$ cat src/rtl/hms_clock_counter_if.sv
// Control/preset inputs and time/display outputs of the h:m:s counter core.
// master drives controls (board/bench side), slave is the counter itself.
interface hms_clock_counter_if;
    logic        run;
    logic        dir;
    logic        load;
    logic [7:0]  load_h;
    logic [7:0]  load_m;
    logic [7:0]  load_s;
    logic [7:0]  hours;
    logic [7:0]  minutes;
    logic [7:0]  seconds;
    logic [23:0] number;
    logic        tick;
    logic        wrap;
    logic        done;

    modport master (
        output run, dir, load, load_h, load_m, load_s,
        input  hours, minutes, seconds, number, tick, wrap, done
    );

    modport slave (
        input  run, dir, load, load_h, load_m, load_s,
        output hours, minutes, seconds, number, tick, wrap, done
    );
endinterface

$ cat src/rtl/hms_clock_counter.sv
// Hours/minutes/seconds clock core: prescaler to 1 s steps, up/down counting,
// pause, clamped preset, sticky countdown-done flag and BCD display word.
module hms_clock_counter #(
    parameter int TICK_DIV = 100_000_000,
    parameter int HOUR_MAX = 23
) (
    input  logic                 clk,
    input  logic                 rst,
    hms_clock_counter_if.slave   bus
);
    localparam int              TICK_W    = $clog2(TICK_DIV);
    localparam logic [TICK_W-1:0] TICK_LAST = TICK_W'(TICK_DIV - 1);
    localparam logic [7:0]      H_MAX     = 8'(HOUR_MAX);
    localparam logic [7:0]      MS_MAX    = 8'd59;

    function automatic logic [7:0] clamp(input logic [7:0] v, input logic [7:0] lim);
        return (v > lim) ? lim : v;
    endfunction

    // Values never exceed 99, so one tens/ones split covers every field.
    function automatic logic [7:0] to_bcd(input logic [7:0] v);
        logic [7:0] tens;
        logic [7:0] ones;
        tens = v / 8'd10;
        ones = v - (tens * 8'd10);
        return {tens[3:0], ones[3:0]};
    endfunction

    logic [TICK_W-1:0] presc_r, presc_s;
    logic [7:0]        h_r, h_s;
    logic [7:0]        m_r, m_s;
    logic [7:0]        s_r, s_s;
    logic              tick_r, tick_s;
    logic              wrap_r, wrap_s;
    logic              done_r, done_s;
    logic              presc_en_s;

    // Next-state: load beats any step, otherwise prescaler and time update.
    always_comb begin
        presc_s = presc_r;
        h_s     = h_r;
        m_s     = m_r;
        s_s     = s_r;
        tick_s  = 1'b0;
        wrap_s  = 1'b0;
        done_s  = bus.dir ? 1'b0 : done_r;
        // A finished countdown freezes the prescaler until up-count or load.
        presc_en_s = bus.run && !(!bus.dir && done_r);

        if (bus.load) begin
            presc_s = '0;
            h_s     = clamp(bus.load_h, H_MAX);
            m_s     = clamp(bus.load_m, MS_MAX);
            s_s     = clamp(bus.load_s, MS_MAX);
            done_s  = 1'b0;
        end else if (presc_en_s && (presc_r == TICK_LAST)) begin
            presc_s = '0;
            tick_s  = 1'b1;
            if (bus.dir) begin
                if (s_r == MS_MAX) begin
                    s_s = 8'd0;
                    if (m_r == MS_MAX) begin
                        m_s = 8'd0;
                        if (h_r == H_MAX) begin
                            h_s    = 8'd0;
                            wrap_s = 1'b1;
                        end else begin
                            h_s = h_r + 8'd1;
                        end
                    end else begin
                        m_s = m_r + 8'd1;
                    end
                end else begin
                    s_s = s_r + 8'd1;
                end
            end else begin
                if (s_r == 8'd0) begin
                    s_s = MS_MAX;
                    if (m_r == 8'd0) begin
                        m_s = MS_MAX;
                        h_s = (h_r == 8'd0) ? H_MAX : (h_r - 8'd1);
                    end else begin
                        m_s = m_r - 8'd1;
                    end
                end else begin
                    s_s = s_r - 8'd1;
                end
                done_s = (h_s == 8'd0) && (m_s == 8'd0) && (s_s == 8'd0);
            end
        end else if (presc_en_s) begin
            presc_s = presc_r + TICK_W'(1);
        end else begin
            presc_s = presc_r;
        end
    end

    // State and registered pulse outputs.
    always_ff @(posedge clk or posedge rst) begin
        if (rst) begin
            presc_r <= '0;
            h_r     <= 8'd0;
            m_r     <= 8'd0;
            s_r     <= 8'd0;
            tick_r  <= 1'b0;
            wrap_r  <= 1'b0;
            done_r  <= 1'b0;
        end else begin
            presc_r <= presc_s;
            h_r     <= h_s;
            m_r     <= m_s;
            s_r     <= s_s;
            tick_r  <= tick_s;
            wrap_r  <= wrap_s;
            done_r  <= done_s;
        end
    end

    assign bus.hours   = h_r;
    assign bus.minutes = m_r;
    assign bus.seconds = s_r;
    assign bus.number  = {to_bcd(h_r), to_bcd(m_r), to_bcd(s_r)};
    assign bus.tick    = tick_r;
    assign bus.wrap    = wrap_r;
    assign bus.done    = done_r;
endmodule
$ cat src/flat_wrapper.sv
// flat-port wrapper written by rule: the top's interface ports become plain ports
module hms_clock_counter_flat 
#(
    parameter int TICK_DIV = 100_000_000,
    parameter int HOUR_MAX = 23
)
  (clk, rst, bus_run, bus_dir, bus_load, bus_load_h, bus_load_m, bus_load_s, bus_hours, bus_minutes, bus_seconds, bus_number, bus_tick, bus_wrap, bus_done);
  hms_clock_counter_if bus_i ();
  input  logic clk;
  input  logic rst;
  input wire logic [$bits(bus_i.run)-1:0] bus_run;
  input wire logic [$bits(bus_i.dir)-1:0] bus_dir;
  input wire logic [$bits(bus_i.load)-1:0] bus_load;
  input wire logic [$bits(bus_i.load_h)-1:0] bus_load_h;
  input wire logic [$bits(bus_i.load_m)-1:0] bus_load_m;
  input wire logic [$bits(bus_i.load_s)-1:0] bus_load_s;
  output wire logic [$bits(bus_i.hours)-1:0] bus_hours;
  output wire logic [$bits(bus_i.minutes)-1:0] bus_minutes;
  output wire logic [$bits(bus_i.seconds)-1:0] bus_seconds;
  output wire logic [$bits(bus_i.number)-1:0] bus_number;
  output wire logic [$bits(bus_i.tick)-1:0] bus_tick;
  output wire logic [$bits(bus_i.wrap)-1:0] bus_wrap;
  output wire logic [$bits(bus_i.done)-1:0] bus_done;
  assign bus_i.run = bus_run;
  assign bus_i.dir = bus_dir;
  assign bus_i.load = bus_load;
  assign bus_i.load_h = bus_load_h;
  assign bus_i.load_m = bus_load_m;
  assign bus_i.load_s = bus_load_s;
  assign bus_hours = bus_i.hours;
  assign bus_minutes = bus_i.minutes;
  assign bus_seconds = bus_i.seconds;
  assign bus_number = bus_i.number;
  assign bus_tick = bus_i.tick;
  assign bus_wrap = bus_i.wrap;
  assign bus_done = bus_i.done;
  hms_clock_counter #(.TICK_DIV(TICK_DIV), .HOUR_MAX(HOUR_MAX)) u_core (.clk(clk), .rst(rst), .bus(bus_i));
endmodule
$ cat config.mk
export PLATFORM = sky130hd
export DESIGN_NAME = hms_clock_counter_flat
export DESIGN_NICKNAME = d
export VERILOG_FILES = /design/src/rtl/hms_clock_counter_if.sv /design/src/rtl/hms_clock_counter.sv /design/src/flat_wrapper.sv
export SDC_FILE = /design/constraint.sdc
export NUM_CORES = 1
export LEC_CHECK = 0
export CAP_MARGIN = 20
export CORE_AREA = 2 2 122 124
export CTS_BUF_LIST = sky130_fd_sc_hd__clkbuf_8
export DETAILED_ROUTE_END_ITERATION = 12
export DIE_AREA = 0 0 124 126
export GPL_TIMING_DRIVEN = 0
export PLACE_DENSITY = 0.6
export SYNTH_ARGS = -nofsm -noshare
export SYNTH_HDL_FRONTEND = slang
export SYNTH_SLANG_ARGS = --single-unit
$ cat constraint.sdc
create_clock -name clk -period 6.04 [get_ports clk]
set_clock_uncertainty 0.1 [all_clocks]
set_input_delay 0.604 -clock clk [delete_from_list [all_inputs] [get_ports clk]]
set_output_delay 0.604 -clock clk [all_outputs]
set_load 0.02 [all_outputs]
==> impl_metrics.tcl, run 1 <==
set metrics [dict create \
    setup_viol 0 \
    diodes 0 \
    fin_setup_tns_ps 0 \
    holdPathStages 2 \
    synth-compound-area-share_pct 23.6 \
    synth_commonest_cells "86 x nor2_1, 54 x dfrtp_1, 48 x nand2_1" \
    clockBufferDepth 2 \
    whs_ps 451 \
    p_leak_nw 2.72 \
    required_ps 5340 \
    grt_max_degree 34 \
    initial_core_util_pct 39.1 \
    cap_violations 0 \
    combPwrFrac_pct 42.7 \
    grt_pass1_vias 5573 \
    yosysWarningCount 0 \
    layout.nets 873 \
    synth.top_cells.by_area "dfrtp_1 24%, nor2_1 5.8%, ha_1 5.4%, a21oi_1 4.1%, xor2_1 4.1%" \
    cp_slowest_cell "clkdlybuf4s50_1" \
    grt.total_usage_pct 23.3 \
    ys_seq_area_share_pct 24.2 \
    hold_start "u_core.presc_r[26]" \
    cts_buffers 5 \
    timing.rr.start "u_core.bus.seconds[0]" \
    syn_to_final_growth_pct 20.9 \
    finalCritPeriodShare_pct 93.1 \
    yosys.area_share.adder_pct 6.62 \
    crit_path_start_kind "flop" \
    clock.fmax_ghz 0.178 \
    cts_max_level 2 \
    avgSynthCellArea_um2 7.67 \
    ir_drop_mv 0.0958 \
    maxSlewHeadroom_pct 52.6 \
    clk_latency_ps 340 \
    finalWeightedCongestion 0.918 \
    clock-root-buffer "clkbuf_8" \
    yosysTopAreaCell "dfrtp_1" \
    io-pin-count 80 \
    routed-via-count 5968 \
    synth_top_family_by_area "simple AND/OR/NAND/NOR gates" \
    clkPwrFrac_pct 23.3 \
    crit_path_max_fanout 10 \
    synthXorXnorAreaFrac_pct 6.89 \
    path_class "flop to output pin" \
    path_delay_family "buffers and inverters" \
    drv_slew 0 \
    core.rowCount 44 \
    whs_endpoint "u_core.presc_r[26]" \
    max_stage_delay_ps 620 \
    die_h_um 126 \
    viasPerCell 5.96 \
    synthDistinctLibCells 85 \
    synth_edf_count 0 \
    synth_area_um2 5590 \
    synth_top_area_share_pct 24.2 \
    syn_nets 785 \
    rsz0062_at_grt "false" \
    p_total_mw 1.17 \
    seqCellArea_um2 1350 \
    cp.arrival_ps 4920 \
    drc_errors 0 \
    critPathBufInv 4 \
    internal_power_uw 717 \
    grt_pass1_wl_um 29200 \
    period_minus_slack_ps 5620 \
    power_density_nw_per_um2 173 \
    reg2reg_depth 10 \
    core_area_um2 14300 \
    drt_iter0_drc 504 \
    cts_tree "done" \
    worstMarginPinSlew_ps 711 \
    ant_nets 0 \
    final.fill_count 1432 \
    clkSinkCount 54 \
    wirelength_um 18200 \
    synthFlopType "dfrtp_1" \
    dr.pass1.iters 5 \
    synth_mux_area_share_pct 1.30 \
    pwr-share-seq_pct 33.9 \
    endpoint_kind "output pin" \
    rrSetupSlack_ps 3110 \
    p_sw_share_pct 38.6 \
    switchingPower_uw 450 \
    ctsHoldBuffers 0 \
    synth-simple-area-share_pct 30.1 \
    status "completed" \
    grt_overflow 0 \
    hold_path.class "flop to flop" \
    io_buffers 78 \
    regToRegEndpoint "u_core.bus.hours[3]" \
    routedWlPerCell_um 18.1 \
    drive_above_1_share_pct 8.31 \
    ys_seq_elements 54 \
    antenna_found_initial 0 \
    fp.dieW_um 124 \
    synthArstFlopShare_pct 100 \
    yosysMostFrequentCell "nor2_1" \
    finalHoldViolCount 0 \
    dp_hpwl_um 13600 \
    path_clk_slew_ps 120 \
    critical_path.cell_chain "clkbuf_1 -> clkbuf_1 -> nor3b_1 -> a221o_1 -> a21oi_1 -> a31o_2 -> nor2b_1 -> ha_1 -> nand3_1 -> nor3_1 -> o21ai_0 -> o221a_1 -> ha_1 -> inv_1 -> fa_1 -> xnor2_1 -> xnor2_1 -> clkdlybuf4s50_1" \
    synthesis.instances 729 \
    die-area_um2 15600 \
    multi_input_comb_area_um2 3840 \
]
-- cell usage in the layout (no fill, tap or decap), types with 11 or more instances in the layout --
master and count:
xnor2_1 18, dfrtp_1 52, nand4_1 17, inv_1 34, nor2_1 86, clkbuf_1 24
o21ai_0 38, ha_1 24, nand2b_1 12, buf_2 16, o22ai_1 12, a21oi_1 46
clkdlybuf4s50_1 76, a211oi_1 13, nor3_1 15, buf_4 11, and3_1 19, nand3_1 31
nor2b_1 15, nand2_1 48, xor2_1 26
-- final cells by class --
class | count | share of cell area [%]
Multi-Input combinational cell | 583 | 56.8
Sequential cell | 54 | 20.0
Timing Repair Buffer | 81 | 12.0
Buffer | 55 | 3.96
Tap cell | 184 | 3.41
Inverter | 37 | 2.06
Clock buffer | 5 | 1.02
Clock inverter | 3 | 0.704
-- worst max-delay path by stage --
stage | startpoint | endpoint | slack [ps] | cells past startpoint
6_report | u_core.bus.minutes[6] | bus_number[11] | 420 | 18
5_1_grt | u_core.bus.minutes[6] | bus_number[11] | 90 | 18
4_1_cts | u_core.bus.hours[6] | bus_number[18] | 140 | 19
3_5_place_dp | u_core.bus.hours[6] | bus_number[19] | 170 | 21
3_3_place_gp | u_core.bus.hours[6] | bus_number[19] | 270 | 21
2_1_floorplan | u_core.bus.hours[6] | bus_number[19] | 710 | 20
-- sequential cells by signal, indices dropped and copies added, names as in the netlist --
register and flops:
u_core.bus.done 1, u_core.bus.minutes 8, u_core.bus.seconds 8, u_core.bus.wrap 1, u_core.bus.tick 1, u_core.presc_r 27
u_core.bus.hours 8
-- worst reg2reg max path: stages (launching register included) --
cell and delay, ps:
dfrtp_1 550, inv_1 230, ha_1 210, nor4b_2 250
and3_1 230, buf_4 210, nand3_4 150, nor2_1 170
mux2i_1 250, o22ai_1 140, a221o_1 350
-- metrics by stage --
stage | area, µm² | instances | util (%) | setup WS [ps]
3_5_place_dp | 6620 | 992 | 46.3 | 168
5_1_grt | 6760 | 1002 | 47.2 | 91.8
4_1_cts | 6740 | 1000 | 47.1 | 141
6_report | 6760 | 1002 | 47.2 | 419
2_1_floorplan | 5590 | 729 | - | 708
3_3_place_gp | 6600 | 991 | 46.1 | 273
-- cell families (layout without fill, tap and decap cells) --
family                     count (synthesis)  in the layout
adders and majority gates                 28             28
DFF                                       54             54
xor gates and xnor gates                  44             44
muxes                                      7              7
buffers and inverters                     92            181
AOI/OAI and AO/OA                        194            194
and+or+nand+nor                          310            310
-- repair_timing --
item,in CTS,in global routing
gates resized for setup,2,6
setup buffers,0,2
endpoints found under the setup margin,1,2
pin swaps,0,1
-- power by group through the flow --
| stage | sequential (mW) | combinational, mW | clock (mW) |
|---|---|---|---|
| after CTS | 0.396 | 0.496 | 0.279 |
| after global placement | 0.403 | 0.489 | 0 |
| after floorplan | 0.410 | 0.297 | 0 |
| final | 0.396 | 0.498 | 0.272 |
| after detailed placement | 0.403 | 0.496 | 0 |
| after global routing | 0.399 | 0.543 | 0.292 |
-- per-layer routing --
metal	track usage [%]	vias up	part of all wire [%]
met2	36.9	281	46
met3	4.03	43	7.3
met1	32.8	2841	45
li1	-	2803	-
met5	0	-	0
met4	5.82	0	1.8
No activity file was read; power rests on OpenSTA's default activity.
==> run 2, diff against run 1 <==
SLEW_MARGIN = 20   (was unset)
==> run 2 against run 1 <==
Compared with the run above:
- utilization shrank 0.079 points
- sequential power is essentially flat
- non-clock buffer count shrank 1
- first-iteration DRC count shrank 11%
- fmax grew 0.11%
- critical endpoint is now bus_number[19]
- highest routed layer unchanged
==> impl_metrics.tcl, run 2 (synthesized netlist as in run 1, its figures left out) <==
set metrics [dict create \
    cp_slowest_cell "dfrtp_1" \
    finalCritPeriodShare_pct 93.0 \
    power_density_nw_per_um2 173 \
    cts_tree "done" \
    diodes 0 \
    largest_reg_flops 27 \
    drv_slew 0 \
    whs_ps 457 \
    initial_core_util_pct 39.1 \
    antenna_found_initial 0 \
    timing.rr.start "u_core.bus.seconds[0]" \
    hold_start "u_core.presc_r[15]" \
    worstMarginPinSlew_ps 739 \
    wirelength_um 18000 \
    grt.total_usage_pct 23.3 \
    cp.arrival_ps 4910 \
    syn_to_final_growth_pct 20.7 \
    ant_nets 0 \
    io_buffers 78 \
    ir_drop_mv 0.0884 \
    routedWlPerCell_um 18.0 \
    setup_ws_ps 426 \
    io-pin-count 80 \
    period_minus_slack_ps 5610 \
    clk_latency_ps 340 \
    crit_cells 21 \
    viasPerCell 5.94 \
    clkSinkCount 54 \
    crit_path_start "u_core.bus.hours[6]" \
    layout.nets 872 \
    setup_viol 0 \
    grt_pass1_wl_um 29400 \
    dr.pass1.iters 5 \
    holdPathStages 2 \
    critical_path.cell_chain "buf_2 -> buf_4 -> inv_1 -> ha_1 -> buf_2 -> nor4bb_1 -> a211oi_1 -> nand2_1 -> o21ai_4 -> a21oi_1 -> or2_2 -> inv_1 -> ha_1 -> nor3b_1 -> o32ai_2 -> ha_1 -> inv_1 -> fa_1 -> xnor2_1 -> xnor2_1 -> clkbuf_2" \
    drive_above_1_share_pct 7.96 \
    drc_errors 0 \
    dp_slack_ps 170 \
    endpoint_kind "output pin" \
    layout_commonest_cell "nor2_1" \
    reg2reg_depth 10 \
    core.rowCount 44 \
    die-area_um2 15600 \
    critPathBufInv 7 \
    fp.dieW_um 124 \
    rsz0062_at_grt "false" \
    clockBufferDepth 2 \
    clock.fmax_ghz 0.178 \
    grt_max_degree 55 \
    p_leak_nw 2.71 \
    cts_max_level 2 \
    routed-via-count 5941 \
    status "completed" \
    place_area_um2 6610 \
    cap_violations 0 \
    dp.cells 991 \
    path_clk_slew_ps 110 \
    clock-root-buffer "clkbuf_8" \
    path_class "flop to output pin" \
    core_area_um2 14300 \
    final_cell_mix "86 x nor2_1, 76 x clkdlybuf4s50_1, 54 x dfrtp_1" \
    grt_overflow 0 \
    finalHoldViolCount 0 \
    ctsHoldBuffers 0 \
    hold_path.class "flop to flop" \
    fin_setup_tns_ps 0 \
    grt_pass1_vias 5749 \
    cts_buffers 5 \
    stdcell_area_um2 6750 \
    die_h_um 126 \
    regMostFlops "u_core.presc_r" \
    required_ps 5340 \
    path_delay_family "buffers and inverters" \
    crit_path_max_fanout 10 \
    maxSlewHeadroom_pct 50.3 \
    max_stage_delay_ps 430 \
    fin_cells 1001 \
    dp_hpwl_um 13500 \
    finalWeightedCongestion 0.918 \
    drt_iter0_drc 449 \
    crit_path_start_kind "flop" \
]
-- run 2: per-layer routing --
metal  part of all wire (%)  wire, µm  vias up  track usage (%)
met4                    2.4       429        0             7.14
met1                     45      8170     2860             33.3
met3                    6.3      1140       43             2.90
met2                     46      8280      227             36.6
met5                      0         0        -                0
li1                       -         -     2811                -
-- run 2: cell type report --
cell class                 count  area [µm²]
inverter                      37         141
buffer                        55         268
tap                          184         230
fill                        1442        7570
timing repair buffer          80         793
sequential                    54        1350
multi-input combinational    583        3840
clock inverter                 3        48.8
clock buffer                   5        68.8
-- run 2: through the flow --
stage               utilization (%)  total power, mW
finish                         47.1             1.17
global route                   47.1             1.23
CTS                            47.0             1.17
detailed placement             46.1            0.898
global placement               46.1            0.891
floorplan                         -            0.707
-- run 2: worst paths after layout --
kind | to | slack (ps)
setup / recovery | bus_number[19] | 430
hold / removal | u_core.presc_r[15] | 460
setup reg to reg | u_core.bus.hours[3] | 3130
hold reg to reg | u_core.presc_r[15] | 460
max in group asynchronous | u_core.bus.hours[3] | 4740
min in group asynchronous | u_core.bus.minutes[1] | 620
-- run 2: timing repair --
item / CTS / global route
pin swaps: 0 / 1
hold endpoints to repair: 0 / 0
gates resized for setup: 2 / 5
setup buffers: 0 / 2
setup endpoints to repair: 1 / 2
-- run 2: tightest hold or removal path: cells and delay by family, from the launching register on --
kind	cells	cell delay, ps
flip-flops	1	370
XOR/XNOR	1	80
AND/OR/NAND/NOR	1	80
-- run 2: power by group --
part / leakage [nW] / internal [mW] / switching (mW) / total (mW)
clock: 0.0563 / 0.127 / 0.146 / 0.273
combinational: 1.94 / 0.215 / 0.282 / 0.497
sequential: 0.708 / 0.373 / 0.0222 / 0.396
total: 2.71 / 0.715 / 0.450 / 1.17
==> run 3, diff against run 2 <==
ABC_CLOCK_PERIOD_IN_PS = 6040   (was unset)
PLACE_DENSITY = unset   (was 0.6)
==> results of run 3 <==
Final layout, timing and power as in run 2 (identical DEF).
